===== config.mk =====
export PLATFORM = sky130hd
export DESIGN_NAME = agu_stage_scheduler_flat
export DESIGN_NICKNAME = d
export VERILOG_FILES = /design/src/rtl/agu_stage_scheduler_if.sv /design/src/rtl/agu_stage_scheduler.sv /design/src/flat_wrapper.sv
export SDC_FILE = /design/constraint.sdc
export NUM_CORES = 1
export LEC_CHECK = 0
export BUFFER_PORTS_ARGS = -buffer_cell sky130_fd_sc_hd__buf_4
export CELL_PAD_IN_SITES_DETAIL_PLACEMENT = 1
export CELL_PAD_IN_SITES_GLOBAL_PLACEMENT = 1
export CORE_MARGIN = 4
export CORE_UTILIZATION = 46
export CTS_CLUSTER_DIAMETER = 50
export CTS_CLUSTER_SIZE = 14
export DETAILED_ROUTE_END_ITERATION = 10
export PLACE_DENSITY = 0.86
export SYNTH_ARGS = -nofsm -noshare
export SYNTH_HDL_FRONTEND = slang
export SYNTH_SLANG_ARGS = --single-unit

===== constraint.sdc =====
create_clock -name clk -period 2.1 [get_ports clk]
set_input_delay 0.21 -clock clk [delete_from_list [all_inputs] [get_ports clk]]
set_output_delay 0.21 -clock clk [all_outputs]
set_load 0.02 [all_outputs]

===== src/rtl/agu_stage_scheduler_if.sv =====
// AGU stage scheduler handshake bundle.
// Control inputs and AGU enable/status outputs.
interface agu_stage_scheduler_if;
  logic       start;
  logic       abort;
  logic       agu_done;
  logic       AGU_enable;
  logic       AGU_enable_k2;
  logic       LAST_STAGE;
  logic [2:0] stage_idx;
  logic       busy;
  logic       done;
  logic       error;

  modport master (
    input  start,
    input  abort,
    input  agu_done,
    output AGU_enable,
    output AGU_enable_k2,
    output LAST_STAGE,
    output stage_idx,
    output busy,
    output done,
    output error
  );

  modport slave (
    output start,
    output abort,
    output agu_done,
    input  AGU_enable,
    input  AGU_enable_k2,
    input  LAST_STAGE,
    input  stage_idx,
    input  busy,
    input  done,
    input  error
  );
endinterface


===== src/rtl/agu_stage_scheduler.sv =====
// Sequences K1_STAGES radix-16 AGU passes, a gap cycle
// between passes, one k2 pass, with a per-stage watchdog.
module agu_stage_scheduler #(
  parameter int K1_STAGES = 3,
  parameter int TIMEOUT   = 1023
) (
  input logic clk,
  input logic rst,
  agu_stage_scheduler_if.master bus
);

  typedef enum logic [2:0] {
    IDLE, K1, GAP, K2, FIN, ERR
  } state_t;

  localparam logic [2:0]  LAST_K1 = 3'(K1_STAGES - 1);
  localparam logic [2:0]  K2_IDX  = 3'(K1_STAGES);
  localparam logic [15:0] TO_LIM  = 16'(TIMEOUT - 1);

  state_t      state;
  state_t      state_nxt;
  logic [15:0] cnt;
  logic [15:0] cnt_nxt;
  logic [2:0]  idx_nxt;
  logic        last_nxt;

  // Next state, watchdog count, stage index and mux select.
  always_comb begin
    state_nxt = state;
    cnt_nxt   = cnt;
    idx_nxt   = bus.stage_idx;
    last_nxt  = bus.LAST_STAGE;
    if (bus.abort) begin
      state_nxt = IDLE;
      cnt_nxt   = '0;
      idx_nxt   = '0;
      last_nxt  = 1'b0;
    end else begin
      unique case (state)
        IDLE: begin
          if (bus.start) begin
            state_nxt = K1;
            cnt_nxt   = '0;
            idx_nxt   = '0;
            last_nxt  = 1'b0;
          end
        end
        K1: begin
          if (bus.agu_done) begin
            state_nxt = GAP;
            last_nxt  = (bus.stage_idx == LAST_K1);
          end else if (cnt == TO_LIM) begin
            state_nxt = ERR;
            cnt_nxt   = '0;
            idx_nxt   = '0;
            last_nxt  = 1'b0;
          end else begin
            cnt_nxt = cnt + 16'd1;
          end
        end
        GAP: begin
          cnt_nxt = '0;
          if (bus.stage_idx < LAST_K1) begin
            state_nxt = K1;
            idx_nxt   = bus.stage_idx + 3'd1;
          end else begin
            state_nxt = K2;
            idx_nxt   = K2_IDX;
            last_nxt  = 1'b1;
          end
        end
        K2: begin
          if (bus.agu_done) begin
            state_nxt = FIN;
          end else if (cnt == TO_LIM) begin
            state_nxt = ERR;
            cnt_nxt   = '0;
            idx_nxt   = '0;
            last_nxt  = 1'b0;
          end else begin
            cnt_nxt = cnt + 16'd1;
          end
        end
        FIN: begin
          state_nxt = IDLE;
          idx_nxt   = '0;
          last_nxt  = 1'b0;
        end
        ERR: begin
          state_nxt = ERR;
        end
        default: begin
          state_nxt = IDLE;
          cnt_nxt   = '0;
          idx_nxt   = '0;
          last_nxt  = 1'b0;
        end
      endcase
    end
  end

  // State, counter and registered outputs decoded from next state.
  always_ff @(posedge clk or negedge rst) begin
    if (!rst) begin
      state             <= IDLE;
      cnt               <= '0;
      bus.AGU_enable    <= 1'b0;
      bus.AGU_enable_k2 <= 1'b0;
      bus.LAST_STAGE    <= 1'b0;
      bus.stage_idx     <= '0;
      bus.busy          <= 1'b0;
      bus.done          <= 1'b0;
      bus.error         <= 1'b0;
    end else begin
      state             <= state_nxt;
      cnt               <= cnt_nxt;
      bus.AGU_enable    <= (state_nxt == K1);
      bus.AGU_enable_k2 <= (state_nxt == K2);
      bus.LAST_STAGE    <= last_nxt;
      bus.stage_idx     <= idx_nxt;
      bus.busy          <= (state_nxt != IDLE)
                           && (state_nxt != ERR);
      bus.done          <= (state_nxt == FIN);
      bus.error         <= (state_nxt == ERR);
    end
  end

endmodule


===== src/flat_wrapper.sv =====
// flat-port wrapper written by rule: the top's interface ports become plain ports
module agu_stage_scheduler_flat 
#(
  parameter int K1_STAGES = 3,
  parameter int TIMEOUT   = 1023
)
  (clk, rst, bus_start, bus_abort, bus_agu_done, bus_AGU_enable, bus_AGU_enable_k2, bus_LAST_STAGE, bus_stage_idx, bus_busy, bus_done, bus_error);
  agu_stage_scheduler_if bus_i ();
  input logic clk;
  input logic rst;
  input wire logic [$bits(bus_i.start)-1:0] bus_start;
  input wire logic [$bits(bus_i.abort)-1:0] bus_abort;
  input wire logic [$bits(bus_i.agu_done)-1:0] bus_agu_done;
  output wire logic [$bits(bus_i.AGU_enable)-1:0] bus_AGU_enable;
  output wire logic [$bits(bus_i.AGU_enable_k2)-1:0] bus_AGU_enable_k2;
  output wire logic [$bits(bus_i.LAST_STAGE)-1:0] bus_LAST_STAGE;
  output wire logic [$bits(bus_i.stage_idx)-1:0] bus_stage_idx;
  output wire logic [$bits(bus_i.busy)-1:0] bus_busy;
  output wire logic [$bits(bus_i.done)-1:0] bus_done;
  output wire logic [$bits(bus_i.error)-1:0] bus_error;
  assign bus_i.start = bus_start;
  assign bus_i.abort = bus_abort;
  assign bus_i.agu_done = bus_agu_done;
  assign bus_AGU_enable = bus_i.AGU_enable;
  assign bus_AGU_enable_k2 = bus_i.AGU_enable_k2;
  assign bus_LAST_STAGE = bus_i.LAST_STAGE;
  assign bus_stage_idx = bus_i.stage_idx;
  assign bus_busy = bus_i.busy;
  assign bus_done = bus_i.done;
  assign bus_error = bus_i.error;
  agu_stage_scheduler #(.K1_STAGES(K1_STAGES), .TIMEOUT(TIMEOUT)) u_core (.clk(clk), .rst(rst), .bus(bus_i));
endmodule

Word level (Yosys, flattened, before mapping):

Cells that the tools add are included.

* add/sub/neg operators: 2
* $mul: 0
* divide/modulo/power cells: 0
* magnitude comparators: 1
* eq/ne operators: 19
* shifts and indexed selects: 0
* muxes and demuxes: 25
* bitwise operators: 0
* reductions and logical operators: 8

Operator list (number)
* $mux 16: 4
* $pmux 16 s3: 1
* $mux 3: 10
* $add 16x1->16 const B: 1
* $eq 16x10->1 const B: 1
* $ne 3x3->1 const B: 5
* $pmux 3 s5: 1
* $eq 3x2->1 const B: 4
* $eq 3x3->1 const B: 4
* $pmux 3 s4: 1
* $reduce_and 4->1: 2
* $eq 3x1->1 const B: 2
* $mux 1: 6
* $pmux 1 s5: 1
* $reduce_or 2->1: 2
* $add 3x1->3 const B: 1
* $logic_not 3->1: 1
* $lt 3x2->1 const B: 1
* $ne 3x1->1 const B: 1
* $reduce_and 3->1: 1
* $reduce_bool 3->1: 1
* $mux 2: 1
* $ne 2x1->1 const B: 1
* $ne 2x2->1 const B: 1
* $logic_and 1x1->1: 1

* flip-flop bits (word level): 28
* bits in latches: 0
* RAM bits: 0
* ROM bits: 0
* bits of input ports: 5
* output and inout port bits: 9
* word-level logic and storage cells: 64
* memories kept: 0

Longest topological paths before layout:

Gate-level depths: netlist (run 1).

* depth after elaboration: 7
* gate-level depth with buffers: 9
* mapped depth without buffers: 8

Worst setup path after synthesis (run 1):

OpenSTA, ideal clock, no wires.

* path kind: reg2reg
* from: register u_core.cnt[0]
* to: register u_core.bus.LAST_STAGE
* arrival: 1.626 ns
* slack: 0.397 ns
* cell stages (with the launch flop): 9
* path buffers: 0
* clock period less this slack: 1.703 ns
* cells stage by stage: dfrtp_1 inv_1 ha_1 nor4b_2 a41oi_1 nand3b_1 a221oi_4 o21ai_1 o21ai_1

* longest elaborated chain between the ends: 5

RTL lines
* start: declaration: RTL line agu_stage_scheduler.sv:22 `logic [15:0] cnt;`
* start signal: assignment: RTL line agu_stage_scheduler.sv:116 `cnt <= cnt_nxt;`
* $eq 16x10->1 (*): RTL line agu_stage_scheduler.sv:52, agu_stage_scheduler.sv:75
* $mux 1 (*)
* $mux 1, on equally long branches
* $pmux 1 s5 (*)
* $mux 1 (*)
* end signal: assignment: RTL line agu_stage_scheduler.sv:119 `bus.LAST_STAGE <= last_nxt;`
* end: declaration: RTL line agu_stage_scheduler_if.sv:21 `output LAST_STAGE,`

Mark *: on every way between the ends. The rest lies on a longest branch, timed or not. The select of a mux whose other input is x is not followed.
A chain may end at the register's enable or synchronous reset.

Final worst setup path (run 1):

* from: register u_core.cnt[0]
* to: register u_core.bus.stage_idx[2]

* longest elaborated chain between the ends: 3

RTL lines
* $eq 16x10->1: RTL line agu_stage_scheduler.sv:52, agu_stage_scheduler.sv:75
* $ne 3x1->1 (no line)
* $reduce_and 4->1 (no line)
* end signal: assignment: RTL line agu_stage_scheduler.sv:120 `bus.stage_idx <= idx_nxt;`
* end: declaration: RTL line agu_stage_scheduler_if.sv:22 `output stage_idx,`

Every way passes these cells.

==> flow_metrics.py, run 1 <==
metrics = {
    "outcome": {
        "status": "finished, final reports clean",
    },
    "pwr": {
        "ir_drop_uv": 430,
        "p_per_area_nw_per_um2": 562,
        "total_power_mw": 1.03,
        "p_leak_nw": 0.775,
    },
    "finish": {
        "antenna_cells": 0,
        "nets": 184,
        "nFillCells": 379,
        "layout-drive-gt1-share_pct": 23.6,
        "fin_cells": 220,
        "areaGrowthSynthToFinish_pct": 11.6,
    },
    "yosys": {
        "muxShareOfSynthArea_pct": 0,
        "synth_top_family_by_area": "simple AND/OR/NAND/NOR gates",
        "synth_edf_count": 0,
        "syn_nets": 170,
        "yosysMostFrequentCell": "dfrtp_1",
        "synth_area_um2": 1650,
        "synth_top_cells_by_area": "dfrtp_1 42%, xnor2_1 4.8%, nor2_1 4.1%",
        "syn_area_per_cell_um2": 10.2,
        "synth_top_cell_area_share_pct": 42.5,
        "synth_adder_area_share_pct": 3.03,
        "synth-compound-area-share_pct": 14.8,
        "synth-seq-cells": 28,
        "ys_dominant_reg_cell": "dfrtp_1",
        "synth_xor_area_share_pct": 7.97,
        "yosysTopAreaCell": "dfrtp_1",
        "ys_seq_area_share_pct": 42.5,
        "synth-simple-area-share_pct": 26.9,
        "ys_types": 55,
        "netlist_instances": 161,
        "ys.warnings.count": 0,
        "async_flop_share_pct": 100,
        "yosys-top-cells-count": "28 x dfrtp_1, 18 x nor2_1, 11 x nand2_1",
    },
    "timing": {
        "finalSetupViolCount": 0,
        "clock_skew_ns": 0.00300,
        "relSlewSlack_pct": 68.8,
        "layout_min_cycle_time_ns": 1.97,
        "max_clock_freq_ghz": 0.508,
        "max_slew.worst_pin.slew_ns": 0.467,
        "hold_violations": 0,
        "min_period_over_period_pct": 93.8,
        "setup_tns_ns": 0,
        "drv_slew": 0,
    },
    "cts": {
        "clkLatencyLatePin_ns": 0.33,
        "cts_root_buffer": "clkbuf_4",
        "htreeDepth": 1,
        "clock_path_buffers": 2,
        "cts_sinks": 28,
        "cts_buffers": 3,
        "cts_tree": "built",
        "clk_pin_slew_ns": 0.15,
    },
    "worst_setup_path": {
        "startpoint_type": "flip-flop",
        "worstPathArrival_ns": 2.21,
        "required_ns": 2.34,
        "crit_path_max_fanout": 5,
        "ff2ff_setup_slack_ns": 0.13,
        "worstSetupEndpointType": "flip-flop",
        "path_class": "reg2reg",
        "timing.rr.start": "u_core.cnt[0]$_DFFE_PN0P_",
        "crit_path_start": "u_core.cnt[0]$_DFFE_PN0P_",
    },
    "place": {
        "gp_congestion": 0.803,
        "io_buffers": 13,
        "dpl.hpwl_um": 2920,
        "dp.cells": 215,
    },
    "drt": {
        "antenna_left": 0,
        "wirelength_um": 3900,
        "first_pass_iters": 4,
        "drt_iter0_markers": 104,
        "route.detailed.drc": 0,
        "wire_per_inst_um": 17.7,
        "vias": 1217,
        "vias_per_cell": 5.53,
    },
    "min_path": {
        "min_from": "bus_abort",
        "hp-class": "in2reg",
    },
    "floorplanning": {
        "die_x_um": 67.9,
        "ios": 14,
        "num_rows": 21,
        "floorplan.die_area_um2": 4610,
        "die_h_um": 67.9,
        "start_util_pct": 48.7,
        "core_area_um2": 3390,
    },
    "flow_run": {
        "drv_cap": 0,
    },
    "global_routing": {
        "gr-usage-all-layers_pct": 19.2,
        "grt_pass1_wl_um": 6540,
        "grt_antenna_before_repair": 0,
        "grt_max_degree": 29,
        "first_global_vias": 1348,
        "grt_overflow": 0,
    },
}
-- through the flow --
stage / utilization [%] / hold slack, ns / setup WS, ns / instance area [um2]
2_1_floorplan: - / -0.0856 / 0.397 / 1650
3_3_place_gp: 51.8 / 0.142 / 0.189 / 1760
3_5_place_dp: 51.8 / 0.150 / 0.0341 / 1760
4_1_cts: 53.6 / 0.127 / 0.0210 / 1820
5_1_grt: 54.3 / 0.127 / -0.0208 / 1840
6_report: 54.3 / 0.146 / 0.130 / 1840
-- critical path, cell delays in order (launching register included) --
cell,delay [ns]
dfrtp_1,0.46
inv_1,0.08
ha_1,0.15
nor4b_4,0.24
and2b_2,0.23
nand3_1,0.08
o21bai_1,0.22
o21ai_0,0.19
a32o_1,0.25
-- cell usage in the layout, fill, tap and decap left out, types with 3 or more instances in the layout --
master and n:
dfrtp_1 28, nor2_1 18, buf_4 13, nand2_1 11, xnor2_1 9, inv_1 8, a21oi_1 7, xor2_1 6
o21ai_0 5, nand3b_1 4, nand3_1 4, ha_1 4, a21o_1 3, nor3_1 3, clkbuf_4 3
-- state kept, by name, indices dropped and copies added, names as in the netlist --
register,flops
u_core.bus.error,1
u_core.cnt,16
u_core.bus.AGU_enable_k2,1
u_core.bus.AGU_enable,1
u_core.bus.LAST_STAGE,1
u_core.bus.busy,1
u_core.bus.done,1
u_core.state,3
u_core.bus.stage_idx,3
-- metal layers --
metal,wire [um],vias to the layer above,global-route usage (%)
met2,2100,18,35.6
li1,-,589,-
met3,142,4,3.45
met4,21,0,4.96
met1,1630,606,22.7
met5,0,-,0
-- timing repair --
action	in CTS	in global routing
buffers inserted	0	0
gates resized for setup	0	4
hold buffers	1	0
setup endpoints to repair	0	5
endpoints found under the hold margin	28	0
-- path summary, 6_finish.rpt --
| check | end | cells after the start |
|---|---|---|
| max | u_core.bus.stage_idx[2]$_DFFE_PN0P_ | 8 |
| min | u_core.bus.done$_DFF_PN0_ | 2 |
| max reg2reg | u_core.bus.stage_idx[2]$_DFFE_PN0P_ | 8 |
| min reg2reg | u_core.bus.LAST_STAGE$_DFFE_PN0P_ | 2 |
| max in group asynchronous | u_core.cnt[6]$_DFFE_PN0P_ | 2 |
| min in group asynchronous | u_core.bus.stage_idx[1]$_DFFE_PN0P_ | 2 |
-- final cells by class --
| class | instances | area, um2 | area share [%] |
|---|---|---|---|
| multi-input cells | 120 | 892 | 48.5 |
| well taps | 46 | 57.6 | 3.13 |
| clock inverters | 1 | 30.0 | 1.63 |
| clock buffers | 3 | 22.5 | 1.22 |
| inverters | 8 | 30.0 | 1.63 |
| repair buffers | 14 | 108 | 5.85 |
| flip-flops and latches | 28 | 701 | 38.1 |
-- cells by family after synthesis --
logic type,after synthesis
AOI/OAI and AO/OA,32
xor gates and xnor gates,15
adders and majority gates,4
buffers and inverters,13
DFF,28
and+or+nand+nor,69
-- power breakdown --
| part | internal [mW] | leakage, nW | switching (mW) |
|---|---|---|---|
| Combinational | 0.0439 | 0.360 | 0.0733 |
| Clock | 0.193 | 0.0279 | 0.162 |
| Sequential | 0.549 | 0.387 | 0.0134 |
| Total | 0.786 | 0.775 | 0.249 |
Note: power is estimated with default switching activity, not from simulation.
==> inputs of run 2 (changes only) <==
CORE_UTILIZATION = 50   (was 46)
CTS_CLUSTER_SIZE = 24   (was 14)
PLACE_DENSITY = 0.92   (was 0.86)
clock period = 2.5 ns   (was 2.1 ns; I/O delays follow)
==> run 2 against run 1 <==
Flip-flop and latch count unchanged. Maximum frequency fell by 4.9%. Critical path depth unchanged. First-iteration DRC count decreased by 22%. Largest cell class unchanged. Core utilization grew 3.7 points. Largest power group unchanged. Clock power shrank 35%. Design area shrank 2.2%. Sequential share of layout area is 0.87 points higher. Die area decreased by 7.1%. Hold slack better by 0.024 ns.
==> flow_metrics.py, run 2 (synthesis gave the netlist of run 1 again) <==
metrics = {
    "timing": {
        "clock_skew_ns": 0.00269,
        "finalSetupViolCount": 0,
        "relSlewSlack_pct": 69.2,
        "max_clock_freq_ghz": 0.483,
        "layout_min_cycle_time_ns": 2.07,
        "grt_setup_unrepaired": "no",
        "setup_tns_ns": 0,
        "layout_setup_ws_ns": 0.429,
        "drv_slew": 0,
        "hold_violations": 0,
        "max_slew.worst_pin.slew_ns": 0.462,
        "min_period_over_period_pct": 82.9,
    },
    "floorplanning": {
        "num_rows": 20,
        "floorplan.die_area_um2": 4280,
        "ios": 14,
        "die_h_um": 65.4,
        "start_util_pct": 53.1,
        "die_x_um": 65.4,
        "core_area_um2": 3100,
    },
    "min_path": {
        "min_from": "bus_abort",
        "hp-class": "in2reg",
        "whs_path_depth": 2,
        "hold_path_end": "u_core.bus.busy$_DFF_PN0_",
    },
    "place": {
        "preCtsSetupSlack_ns": 0.492,
        "gp_congestion": 0.797,
        "placed_area_um2": 1750,
        "io_buffers": 13,
        "dpl.hpwl_um": 2830,
    },
    "flow_run": {
        "drv_cap": 0,
    },
    "pwr": {
        "p_leak_nw": 0.766,
        "p_per_area_nw_per_um2": 443,
        "ir_drop_uv": 365,
    },
    "finish": {
        "layout-drive-gt1-share_pct": 23.0,
        "nets": 184,
        "largest_register_ffs": 16,
        "final_cell_mix": "28 x dfrtp_1, 18 x nor2_1, 13 x buf_4",
        "fin_area_um2": 1800,
        "nFillCells": 356,
        "antenna_cells": 0,
        "layout.cells.most_common": "dfrtp_1",
        "top_register": "u_core.cnt",
        "largestRegisters": "u_core.cnt x16, u_core.bus.stage_idx x3, u_core.state x3",
        "areaGrowthSynthToFinish_pct": 9.10,
    },
    "cts": {
        "cts_root_buffer": "clkbuf_4",
        "clock_path_buffers": 2,
        "cts_buffers": 3,
        "cts_setup_buffers": 0,
        "htreeDepth": 1,
        "cts_tree": "built",
        "clk_pin_slew_ns": 0.15,
        "cts_sinks": 28,
        "clkLatencyLatePin_ns": 0.34,
    },
    "drt": {
        "first_pass_iters": 4,
        "vias_per_cell": 5.78,
        "wire_per_inst_um": 18.0,
        "wirelength_um": 3920,
        "antenna_left": 0,
        "vias": 1260,
        "drt_iter0_markers": 81,
        "route.detailed.drc": 0,
    },
    "worst_setup_path": {
        "crit_path_max_fanout": 5,
        "path_class": "reg2reg",
        "worstSetupEndpointType": "flip-flop",
        "timing.rr.start": "u_core.cnt[0]$_DFFE_PN0P_",
        "required_ns": 2.78,
        "ff2ff_setup_slack_ns": 0.43,
        "r2r_end": "u_core.bus.LAST_STAGE$_DFFE_PN0P_",
        "worstPathArrival_ns": 2.35,
        "startpoint_type": "flip-flop",
        "ff2ff_path_depth": 8,
    },
    "outcome": {
        "status": "finished, final reports clean",
    },
    "global_routing": {
        "grt_overflow": 0,
        "grt_max_degree": 29,
        "grt_antenna_before_repair": 0,
        "grt_pass1_wl_um": 6870,
        "gr-usage-all-layers_pct": 21.0,
        "first_global_vias": 1387,
    },
}
[run 2: changes by cell type in the layout (fill, tap and decap cells not counted), sizes merged]
cell,previous run,this run
bufinv,1,0
clkbuf,3,4
[run 2: per-layer routing]
layer,global-route usage [%],vias to the layer above,wire length (um),share of wire [%]
met5,0,-,0,0
met4,5.96,0,80,2.0
met3,3.93,9,162,4.1
met2,38.2,25,2040,52
met1,25.1,636,1640,42
li1,-,590,-,-
[run 2: layout make-up]
class / instances / area [um2] / area share [%]
sequential: 28 / 701 / 38.9
multi-input combinational: 120 / 870 / 48.3
inverter: 8 / 30.0 / 1.67
timing repair buffer: 14 / 108 / 5.98
clock buffer: 4 / 36.3 / 2.02
tap: 44 / 55.1 / 3.06
[run 2: stage by stage]
stage               power, mW  utilization [%]  std cells  hold slack (ns)
floorplan               0.542                -        161          -0.0456
global placement        0.568             56.5        213            0.183
detailed placement      0.575             56.5        213            0.193
CTS                     0.802             58.0        218            0.164
global route            0.838             58.0        218            0.159
finish                  0.798             58.0        218            0.170
[run 2: timing repair]
action	4_1_cts	5_1_grt
hold buffers	1	0
hold endpoints to repair	28	0
gates resized for setup	0	0
[run 2: worst max-delay path by stage]
stage                                   start                                 to  slack (ns)
floorplan           u_core.cnt[0]$_DFFE_PN0P_  u_core.bus.LAST_STAGE$_DFFE_PN0P_        0.80
global placement    u_core.cnt[0]$_DFFE_PN0P_  u_core.bus.LAST_STAGE$_DFFE_PN0P_        0.60
detailed placement  u_core.cnt[0]$_DFFE_PN0P_          u_core.bus.busy$_DFF_PN0_        0.49
CTS                 u_core.cnt[0]$_DFFE_PN0P_  u_core.bus.LAST_STAGE$_DFFE_PN0P_        0.47
global route        u_core.cnt[0]$_DFFE_PN0P_          u_core.bus.busy$_DFF_PN0_        0.30
finish              u_core.cnt[0]$_DFFE_PN0P_  u_core.bus.LAST_STAGE$_DFFE_PN0P_        0.43
[run 2: worst max-delay path, cell delays in order, from the launching register on]
cell      delay (ns)
dfrtp_1         0.44
inv_1           0.06
ha_1            0.18
nor4b_2         0.16
a41oi_1         0.35
nand3b_1        0.23
a221oi_4        0.37
o21ai_1         0.13
o21ai_1         0.09
[run 2: where the power goes]
part	leakage, nW	total (mW)	switching [mW]	internal [mW]
Clock	0.0210	0.229	0.140	0.0893
Sequential	0.387	0.473	0.0117	0.461
Combinational	0.358	0.0954	0.0608	0.0346
Total	0.766	0.798	0.212	0.585
